`config.mk`:
```
export PLATFORM = sky130hd
export DESIGN_NAME = cpu_bus_responder
export DESIGN_NICKNAME = d
export VERILOG_FILES = /design/src/rtl/cpu_bus_responder.sv
export SDC_FILE = /design/constraint.sdc
export NUM_CORES = 1
export LEC_CHECK = 0
export BUFFER_PORTS_ARGS = -buffer_cell sky130_fd_sc_hd__buf_2
export CAP_MARGIN = 25
export CORE_UTILIZATION = 30
export CTS_BUF_LIST = sky130_fd_sc_hd__clkbuf_4 sky130_fd_sc_hd__clkbuf_8 sky130_fd_sc_hd__clkbuf_16
export CTS_CLUSTER_DIAMETER = 30
export DETAILED_ROUTE_END_ITERATION = 12
export RECOVER_POWER = 25
export SLEW_MARGIN = 20
export SYNTH_ARGS = -nofsm -noshare
export SYNTH_HDL_FRONTEND = slang
export SYNTH_SLANG_ARGS = --single-unit
```
`constraint.sdc`:
```
create_clock -name clk -period 3.34 [get_ports clk]
set_clock_uncertainty 0.1 [all_clocks]
set_input_delay 0 -clock clk [delete_from_list [all_inputs] [get_ports clk]]
set_output_delay 0 -clock clk [all_outputs]
set_load 0.02 [all_outputs]
```
`src/rtl/cpu_bus_responder.sv`:
```
// CPU memory-bus target: internal HRAM/IF/IE, external req/ack forwarding
// with T3 stall and timeout, and interrupt flag bookkeeping.

package cpu_types_pkg;
    typedef enum logic [1:0] {
        T1 = 2'd0,
        T2 = 2'd1,
        T3 = 2'd2,
        T4 = 2'd3
    } t_phase_t;
endpackage

// state    | meaning
// IDLE     | waiting for a T1 with rd/wr
// INT_ACC  | internal HRAM/IF/IE access in progress
// EXT_WAIT | external request outstanding, stalling the CPU in T3
// EXT_DONE | external access finished (acked or timed out), wait for T4
module cpu_bus_responder
    import cpu_types_pkg::*;
#(
    parameter int WAIT_TIMEOUT = 255
) (
    input  logic        clk,
    input  logic        reset,
    input  t_phase_t    t_phase,
    input  logic [15:0] cpu_addr,
    input  logic [7:0]  cpu_wdata,
    input  logic        cpu_rd,
    input  logic        cpu_wr,
    output logic [7:0]  cpu_rdata,
    output logic        cpu_wait,
    output logic        ext_req,
    output logic        ext_we,
    output logic [15:0] ext_addr,
    output logic [7:0]  ext_wdata,
    input  logic [7:0]  ext_rdata,
    input  logic        ext_ack,
    input  logic [4:0]  irq_set,
    input  logic [4:0]  int_ack,
    output logic [4:0]  int_pending,
    output logic        bus_err
);

    typedef enum logic [1:0] {IDLE, INT_ACC, EXT_WAIT, EXT_DONE} state_t;

    // Last stall cycle before the access is abandoned.
    localparam logic [7:0] TO_LAST = 8'(WAIT_TIMEOUT - 1);

    state_t      state, state_next;
    logic [15:0] addr_q;
    logic [7:0]  wdata_q;
    logic        we_q;
    logic [7:0]  stall_cnt;
    logic [4:0]  if_q, if_next;
    logic [7:0]  ie_q, ie_next;
    logic [7:0]  hram [0:127];

    logic req, is_int, latch, ack_hit, timeout;
    logic sel_hram, sel_if, sel_ie, int_rd, int_wr;

    assign ext_addr  = addr_q;
    assign ext_wdata = wdata_q;
    assign ext_we    = we_q;

    assign req      = (t_phase == T1) && (cpu_rd || cpu_wr);
    assign is_int   = (cpu_addr[15:7] == 9'h1FF) || (cpu_addr == 16'hFF0F);
    assign sel_ie   = (addr_q == 16'hFFFF);
    assign sel_if   = (addr_q == 16'hFF0F);
    assign sel_hram = (addr_q[15:7] == 9'h1FF) && !sel_ie;
    assign int_rd   = (state == INT_ACC) && (t_phase == T2) && !we_q;
    assign int_wr   = (state == INT_ACC) && (t_phase == T4) && we_q;

    // Interrupt flags: set strobes dominate both ack and a CPU write of 0.
    assign if_next = (((int_wr && sel_if) ? wdata_q[4:0] : if_q) & ~int_ack) | irq_set;
    assign ie_next = (int_wr && sel_ie) ? wdata_q : ie_q;

    // State register.
    always_ff @(posedge clk) begin
        if (reset) state <= IDLE;
        else       state <= state_next;
    end

    // Next-state decode, stall output and one-cycle event strobes.
    always_comb begin
        state_next = state;
        cpu_wait   = 1'b0;
        latch      = 1'b0;
        ack_hit    = 1'b0;
        timeout    = 1'b0;
        case (state)
            IDLE: begin
                if (req) begin
                    latch      = 1'b1;
                    state_next = is_int ? INT_ACC : EXT_WAIT;
                end
            end
            INT_ACC: begin
                if (t_phase == T4) state_next = IDLE;
            end
            EXT_WAIT: begin
                cpu_wait = (t_phase == T3) && !ext_ack;
                if (ext_ack) begin
                    ack_hit    = 1'b1;
                    state_next = EXT_DONE;
                end else if (cpu_wait && (stall_cnt == TO_LAST)) begin
                    timeout    = 1'b1;
                    state_next = EXT_DONE;
                end
            end
            EXT_DONE: begin
                if (t_phase == T4) state_next = IDLE;
            end
            default: state_next = IDLE;
        endcase
    end

    // Access latch, read data, external handshake, stall timer and IF/IE.
    always_ff @(posedge clk) begin
        if (reset) begin
            addr_q      <= 16'h0000;
            wdata_q     <= 8'h00;
            we_q        <= 1'b0;
            ext_req     <= 1'b0;
            cpu_rdata   <= 8'hFF;
            stall_cnt   <= 8'h00;
            bus_err     <= 1'b0;
            if_q        <= 5'h00;
            ie_q        <= 8'h00;
            int_pending <= 5'h00;
        end else begin
            if (latch) begin
                addr_q    <= cpu_addr;
                wdata_q   <= cpu_wdata;
                we_q      <= cpu_wr;
                stall_cnt <= 8'h00;
                ext_req   <= !is_int;
            end
            if (int_rd) begin
                if (sel_if)      cpu_rdata <= {3'b111, if_q};
                else if (sel_ie) cpu_rdata <= ie_q;
                else             cpu_rdata <= hram[addr_q[6:0]];
            end
            if (ack_hit) begin
                ext_req <= 1'b0;
                if (!we_q) cpu_rdata <= ext_rdata;
            end else if (timeout) begin
                ext_req   <= 1'b0;
                cpu_rdata <= 8'hFF;
                bus_err   <= 1'b1;
            end else if (cpu_wait) begin
                stall_cnt <= stall_cnt + 8'd1;
            end
            if_q        <= if_next;
            ie_q        <= ie_next;
            int_pending <= ie_next[4:0] & if_next;
        end
    end

    // HRAM write port; contents deliberately survive reset.
    always_ff @(posedge clk) begin
        if (int_wr && sel_hram) hram[addr_q[6:0]] <= wdata_q;
    end

endmodule
```
Word-level counts from Yosys, hierarchy flattened
Memory sizes are Yosys's and may differ from the RTL's. A register that Yosys moved wholly into a read port is not among the register bits.
Index checks and enable logic that the tools add are counted.
{ "totals": {"mem_bits_rw": 1024, "reg_bits": 63, "mem_count": 1, "output_inout_bits": 41, "word_cells": 87, "input_bits": 49} }
{ "memory_table": {"columns": ["memory", "words", "word_bits", "read_ports", "rd_clocked_by_memory_dff", "write_ports", "line_no", "rtl"], "rows": [
  ["hram", 128, 8, 1, 1, 1, "56", "logic [7:0] hram [0:127];"]
]} }
{ "classes": {"bitwise": 5, "n_addsub": 1, "n_mux": 30, "n_reduce_logical": 23, "eq_ne": 15} }
{ "op_table": {"columns": ["cell", "count"], "rows": [
  ["two-way mux 8 bit", 10],
  ["== test 16 bit, second input constant", 3],
  ["== test 9 bit, second input constant", 2],
  ["two-way mux 7 bit", 2],
  ["logical AND 1 bit", 11],
  ["bitwise AND 5 bit", 2],
  ["two-way mux 1 bit", 10],
  ["two-way mux 2 bit", 5],
  ["two-way mux 5 bit", 2],
  ["adder 8 x 1 -> 8 bit, second input constant", 1],
  ["== test 2 bit, second input constant", 4],
  ["== test 8 bit, second input constant", 1],
  ["case mux 2 bit (3 select lines)", 1],
  ["inverter 5 bit", 1],
  ["bitwise OR 5 bit", 1],
  ["== test 2 x 1 -> 1 bit, second input constant", 2],
  ["zero test 1 bit", 4],
  ["zero test 2 bit", 2],
  ["inequality test 3 bit, second input constant", 1],
  ["AND reduction 3 bit", 1],
  ["OR reduction 3 bit", 1],
  ["logical OR 1 bit", 2],
  ["inequality test 2 x 1 -> 1 bit, second input constant", 1],
  ["inequality test 2 bit, second input constant", 1],
  ["other kinds (3)", 3]
]} }

Logic depth before layout (Yosys ltp)
Gate-level depths: netlist (run 1).
{ "depth": {"depth_word": 8, "depth_mapped": 12, "mapped_depth_nobuf": 9} }

Least setup slack after synthesis (run 1)
No wires, ideal clock.
{ "synth_path": {"kind": "register to register", "start": "register we_q (netlist: ext_we)", "end": "memory hram[111][0] (enable)", "arrival_ns": 2.498, "stages_incl_launch_ff": 9, "slack_ns": 0.371, "setup_time_ns": 0.370, "path_cell_list": "dfxtp_1 > buf_2 > inv_1 > nor3_1 > nand3_1 > nor3b_1 > nand3_1 > clkbuf_1 > nor2_1"} }
{ "synth_via": {"elab_chain_cells": 4} }
{ "synth_lines": {"columns": ["element", "line_no", "rtl"], "rows": [
  ["start, declared", "52", "logic we_q;"],
  ["start signal, assigned", "134", "we_q <= cpu_wr;"],
  ["logical AND 1 bit", "71", "assign int_wr = (state == INT_ACC) && (t_phase == T4) && we_q;"],
  ["logical AND 1 bit", "161", "if (int_wr && sel_hram) hram[addr_q[6:0]] <= wdata_q;"],
  ["two-way mux 1 bit", "161", null],
  ["two-way mux 1 bit (not written as such)", "161", null],
  ["end, declared", "56", null]
]} }
No other way between the ends.

==> results.py, run 1 <==
metrics = {
    "layout": {
        "area_delta_synth_final_pct": 29.9,
        "fillers": 12611,
        "final_area_um2": 55700,
        "multi_input_area_um2": 10000,
        "fin_nets": 2860,
        "drive_gt1_frac": 0.326,
        "final_common_cell": "edfxtp_1",
        "mostFrequentLayoutCells": "edfxtp_1, mux4_2, buf_4",
        "seqCellArea_um2": 32200,
        "final_util": 0.393,
    },
    "synthesis": {
        "ys_types": 74,
        "synth_seq_area_share": 0.749,
        "synth_edf_count": 1024,
        "synthCells": 2254,
        "ys.warnings.count": 0,
        "ys.flop_type": "edfxtp_1",
        "synthArstFlopShare": 0,
        "syn_area_per_cell_um2": 19.0,
        "ys_ff_latch": 1094,
        "netlist_area_um2": 42900,
    },
    "global_route": {
        "gr-total-overflow": 0,
        "grt_first_pass_wirelength_um": 176000,
        "grtUsageTotal": 0.167,
        "antenna_found_initial": 6,
        "grt_pass1_vias": 25338,
        "grt_max_degree": 107,
    },
    "clock_network": {
        "clk_pin_slew_ns": 0.05,
        "cts_tree": "built",
        "cts_buffers": 205,
        "cts_max_path_buffers": 3,
        "htreeDepth": 4,
        "clk_latency_ns": 0.79,
        "clock-sinks": 1094,
        "cts_root_buf": "clkbuf_16",
    },
    "drt": {
        "wl_um": 122000,
        "met1_length_um": 49800,
        "viasPerCell": 5.04,
        "dr_wl_met3_um": 10900,
        "drt_iter0_drc": 2483,
        "drtPass1Iterations": 8,
        "wl_met2_um": 57500,
        "drc": 0,
        "num_vias": 24606,
        "avgRoutedWirePerCell_um": 24.9,
        "final_antenna_net_count": 0,
        "dr.max_layer_used": "met5",
    },
    "place": {
        "dpl.hpwl_um": 74800,
        "gp_congestion": 0.900,
        "post-place-ws_ns": 0.0396,
        "placed_cell_area_um2": 47300,
        "io_buffers": 89,
    },
    "die": {
        "die_h_um": 380,
        "die_w_um": 380,
        "core_um2": 142000,
        "start_util": 0.303,
        "io_pins": 90,
        "row_count": 138,
        "die-area_um2": 145000,
    },
    "timing": {
        "worst_pin_slew_ns": 1.62,
        "min_period_ns": 3.30,
        "maxSlewViolCount": 158,
        "rsz0062_at_grt": "false",
        "timing.final.ws_setup_ns": 0.0357,
        "fmax_mhz": 303,
        "hold_violations": 0,
        "fin_crit_sh": 0.989,
        "report.final.setup_viol": 0,
        "holdWs_ns": 0.0940,
        "relSlewSlack": -0.0812,
        "setup_tns_ns": 0,
    },
    "critical_path": {
        "start_kind": "register",
        "required_ns": 3.88,
        "crit_type": "register to register",
        "crit_fanout": 15,
        "reg2reg_depth": 8,
        "worstPathArrival_ns": 3.85,
        "end_kind": "register",
    },
    "power": {
        "leakage_nw": 19.0,
        "power.density_nw_per_um2": 670,
        "irDropWorstVdd_v": 0.000503,
    },
    "run": {
        "cap_violations": 2,
    },
    "run_status": {
        "outcome": "complete, but fails checks",
        "violations": "max-capacitance violations, max-slew violations",
    },
    "worst_hold_path": {
        "worstHoldPathType": "primary input to register",
        "hold_depth": 4,
    },
}
## registers in the layout, indices dropped and copies added (netlist names), named ones only
register,flops
stall_cnt,8
ext_wdata,8
bus_err,1
int_pending,5
ie_q,8
if_q,5
ext_we,1
cpu_rdata,8
state,2
ext_req,1
hram,1024
ext_addr,16
## metrics by stage
stage               total power [mW]  std cells
finish                          37.4       4885
floorplan                       16.0       2261
global placement                16.5       4374
detailed placement              16.5       4374
global route                    38.3       4885
CTS                             37.5       4880
## routing by layer
layer | vias to the layer above | GRT usage
met3 | 215 | 0.0474
met1 | 12767 | 0.220
met4 | 2 | 0.0576
met2 | 1210 | 0.263
li1 | 10412 | -
met5 | - | 0
## critical path, cell delays in order (launching register included)
cell and delay (ns):
dfxtp_4 0.56, buf_12 0.21, buf_12 0.17, mux4_2 0.52, mux4_2 0.51, nor2b_1 0.20
nor4_1 0.57, buf_4 0.22, o41ai_1 0.06
## power by group
part | switching (mW) | internal [mW] | leakage [nW]
Combinational | 0.747 | 0.544 | 4.95
Sequential | 0.142 | 15.0 | 10.6
Clock | 7.40 | 13.5 | 3.45
Total | 8.29 | 29.1 | 19.0
## cells in the mapped netlist (7+ instances only)
library cell	n	area, um^2
o221ai_1	24	210
nand4_1	11	68.8
mux2i_1	70	701
nand2b_1	14	87.6
mux4_2	235	5290
nor3_1	37	185
o22ai_1	42	263
buf_6	17	191
nor2_1	187	702
edfxtp_1	1024	30700
a221oi_1	8	70.1
dfxtp_1	70	1400
nor4_1	9	56.3
inv_1	11	41.3
nand3_1	25	125
clkbuf_1	52	195
a22o_1	8	70.1
mux2_2	18	203
a21oi_1	66	330
a211oi_1	11	82.6
a22oi_1	7	52.6
o21ai_0	19	95.1
nor2b_1	16	100
buf_2	35	175
nand2_1	114	428
buf_4	14	105
## kinds of logic (layout without fill, tap and decap cells)
logic type / after synthesis / count (layout) / synth area share
flops: 1094 / 1094 / 0.749
simple gates: 451 / 451 / 0.0474
mux: 325 / 325 / 0.146
compound gates: 236 / 236 / 0.0371
buf+inv: 140 / 870 / 0.0191
xor+xnor: 5 / 5 / 0.00102
fa+ha+maj: 2 / 2 / 0.000583
other cells: 1 / 12 / 0.0000874
## cell type report
class                           instances  area share
Sequential cell                      1094       0.578
Multi-Input combinational cell       1027       0.180
Clock buffer                          226      0.0950
Timing Repair Buffer                  469      0.0702
Tap cell                             1890      0.0424
Clock inverter                        163      0.0343
Inverter                               12    0.000808
Antenna cell                            4    0.000180
## path summary, 6_finish.rpt
kind              startpoint      endpoint  slack [ns]
setup reg to reg    register  cpu_rdata[1]        0.04
hold / removal    t_phase[0]      state[0]        0.09
setup / recovery    register  cpu_rdata[1]        0.04
hold reg to reg      ie_q[7]       ie_q[7]        0.36
## repair_timing
action / 4_1_cts / 5_1_grt
resized for setup: 0 / 8
buffers inserted: 0 / 2
hold buffers: 117 / 0
hold endpoints to repair: 70 / 0
setup endpoints to repair: 0 / 27
Note: power is estimated with default switching activity, not from simulation.
==> inputs of run 2 (changes only) <==
Settings changed: CORE_UTILIZATION 30 to 45, CTS_BUF_LIST sky130_fd_sc_hd__clkbuf_4 sky130_fd_sc_hd__clkbuf_8 sky130_fd_sc_hd__clkbuf_16 to unset.
==> run 2 against run 1 <==
Against the previous run:
- the flow still finishes with violations (max-capacitance violations, max-slew violations)
- critical path depth unchanged
- sequential share of layout area up 1.4 points
- power down 2.7%
- wire length up 0.84%
- global-route usage up 8.9 points
- hold slack worse by 0.042 ns
- via count up 2.2%
- critical path type unchanged
==> results.py, run 2 (synthesized netlist as in run 1, its figures left out) <==
metrics = {
    "power": {
        "power_mw": 36.4,
        "switchingPower_mw": 7.90,
        "irDropWorstVdd_v": 0.000489,
        "power_frac_comb": 0.036,
        "pwr-share-seq": 0.416,
        "power.internal_mw": 28.5,
        "p_sw_frac": 0.217,
        "leakage_nw": 18.7,
        "clockPowerShare": 0.548,
        "power.density_nw_per_um2": 668,
    },
    "run": {
        "cap_violations": 4,
    },
    "critical_path": {
        "path_buf_inv": 2,
        "end_kind": "register",
        "start_kind": "register",
        "rr_endpoint": "int_pending[4]",
        "crit_cells": 8,
        "crit_fanout": 12,
        "max_stage_delay_ns": 0.62,
        "crit_type": "register to register",
        "cpMaxStageDelayCell": "dlygate4sd3_1",
        "required_ns": 3.85,
        "worst_path_dominant_cell_family": "simple AND/OR/NAND/NOR gates",
        "reg2reg_depth": 8,
        "worstPathArrival_ns": 3.75,
        "r2r-start": "ext_addr[6]",
        "r2r_setup_slack_ns": 0.1,
        "crit_chain": "buf_4 -> nor2_1 -> and4_1 -> nand2_1 -> mux2_2 -> a21oi_1 -> dlygate4sd3_1 -> nor3_1",
    },
    "timing": {
        "timing.final.ws_setup_ns": 0.0971,
        "holdWs_ns": 0.0521,
        "relSlewSlack": -0.328,
        "maxSlewViolCount": 273,
        "setup_tns_ns": 0,
        "hold_violations": 0,
        "min_period_ns": 3.24,
        "report.final.setup_viol": 0,
        "fmax_mhz": 308,
        "fin_crit_sh": 0.971,
        "rsz0062_at_grt": "false",
        "worst_pin_slew_ns": 1.99,
    },
    "drt": {
        "drtPass1Iterations": 5,
        "avgRoutedWirePerCell_um": 29.0,
        "viasPerCell": 5.94,
        "wl_um": 123000,
        "final_antenna_net_count": 0,
        "drc": 0,
        "drt_iter0_drc": 3057,
        "num_vias": 25136,
    },
    "layout": {
        "mostFrequentLayoutCells": "edfxtp_1, buf_4, mux4_2",
        "final_util": 0.579,
        "drive_gt1_frac": 0.316,
        "largest_reg_flops": 1024,
        "fin_cells": 4235,
        "fin_nets": 2860,
        "final_area_um2": 54400,
        "area_delta_synth_final_pct": 26.7,
        "final_common_cell": "edfxtp_1",
    },
    "worst_hold_path": {
        "holdPathEnd": "if_q[2]",
        "worstHoldPathType": "primary input to register",
        "worst_hold_startpoint": "int_ack[2]",
        "hold_depth": 5,
    },
    "die": {
        "core_um2": 93900,
        "die_w_um": 311,
        "start_util": 0.457,
        "row_count": 112,
        "die_h_um": 311,
        "io_pins": 90,
        "die-area_um2": 96600,
    },
    "global_route": {
        "antenna_found_initial": 4,
        "grt_pass1_vias": 25936,
        "grtUsageTotal": 0.256,
        "gr-total-overflow": 0,
        "grt_first_pass_wirelength_um": 179000,
        "grt_max_degree": 81,
    },
    "place": {
        "dpl.hpwl_um": 75100,
        "post-place-ws_ns": 0.184,
        "placed_cell_area_um2": 46500,
        "gp_congestion": 0.929,
        "dp.cells": 3745,
        "io_buffers": 89,
    },
    "clock_network": {
        "clk_latency_ns": 0.77,
        "cts_tree": "built",
        "clk_pin_slew_ns": 0.05,
        "htreeDepth": 4,
        "post_cts_buffers": 0,
        "cts_max_path_buffers": 3,
        "cts_buffers": 198,
        "cts_root_buf": "clkbuf_16",
        "clock-sinks": 1094,
    },
    "run_status": {
        "violations": "max-capacitance violations, max-slew violations",
        "outcome": "complete, but fails checks",
    },
}
-- run 2: cell count changes in the layout (fill, tap and decap cells not counted), moves of 11 or more --
cell | before | now
buf_4 | 235 | 250
clkbuf_4 | 20 | 0
clkinv_1 | 33 | 22
inv_6 | 15 | 27
clkbuf_1 | 18 | 45
-- run 2: cell type report --
type                       count  area, um^2
antenna                        1        2.50
timing repair buffer         476        3850
clock inverter               147        1600
inverter                      12        45.0
multi-input combinational   1027       10000
clock buffer                 224        5140
tap                         1254        1570
sequential                  1094       32200
fill                        6848       39500
-- run 2: metal layers --
layer / vias to the layer above / wire length [um] / GRT usage
met5: - / 34 / 0
met4: 4 / 3530 / 0.0869
met3: 239 / 11000 / 0.0569
met2: 1372 / 58600 / 0.406
met1: 13116 / 49600 / 0.350
li1: 10405 / - / -
-- run 2: what timing repair did --
action / 4_1_cts / 5_1_grt
hold buffers: 118 / 0
endpoints found under the hold margin: 70 / 0
gates resized for setup: 0 / 5
setup endpoints to repair: 0 / 19
-- run 2: worst max-delay path by stage --
stage            startpoint              to  slack, ns
2_1_floorplan        ext_we    hram[111][0]       0.37
3_3_place_gp       register    cpu_rdata[4]       0.16
3_5_place_dp       register    cpu_rdata[0]       0.18
4_1_cts            register    cpu_rdata[0]       0.08
5_1_grt        ext_wdata[2]    ext_wdata[2]       0.02
6_report        ext_addr[6]  int_pending[4]        0.1
-- run 2: worst min-delay path: cells and delay by family --
kind	cells	cell delay (ns)
compound gates	1	0.11
simple gates	1	0.05
buf+inv	3	0.70
-- run 2: power groups by stage --
stage               registers [mW]  logic, mW  clock network [mW]
floorplan                     15.4      0.639                   0
global placement              15.4       1.16                   0
detailed placement            15.4       1.17                   0
CTS                           15.1       1.27                20.1
global route                  15.1       1.35                20.7
finish                        15.1       1.29                19.9
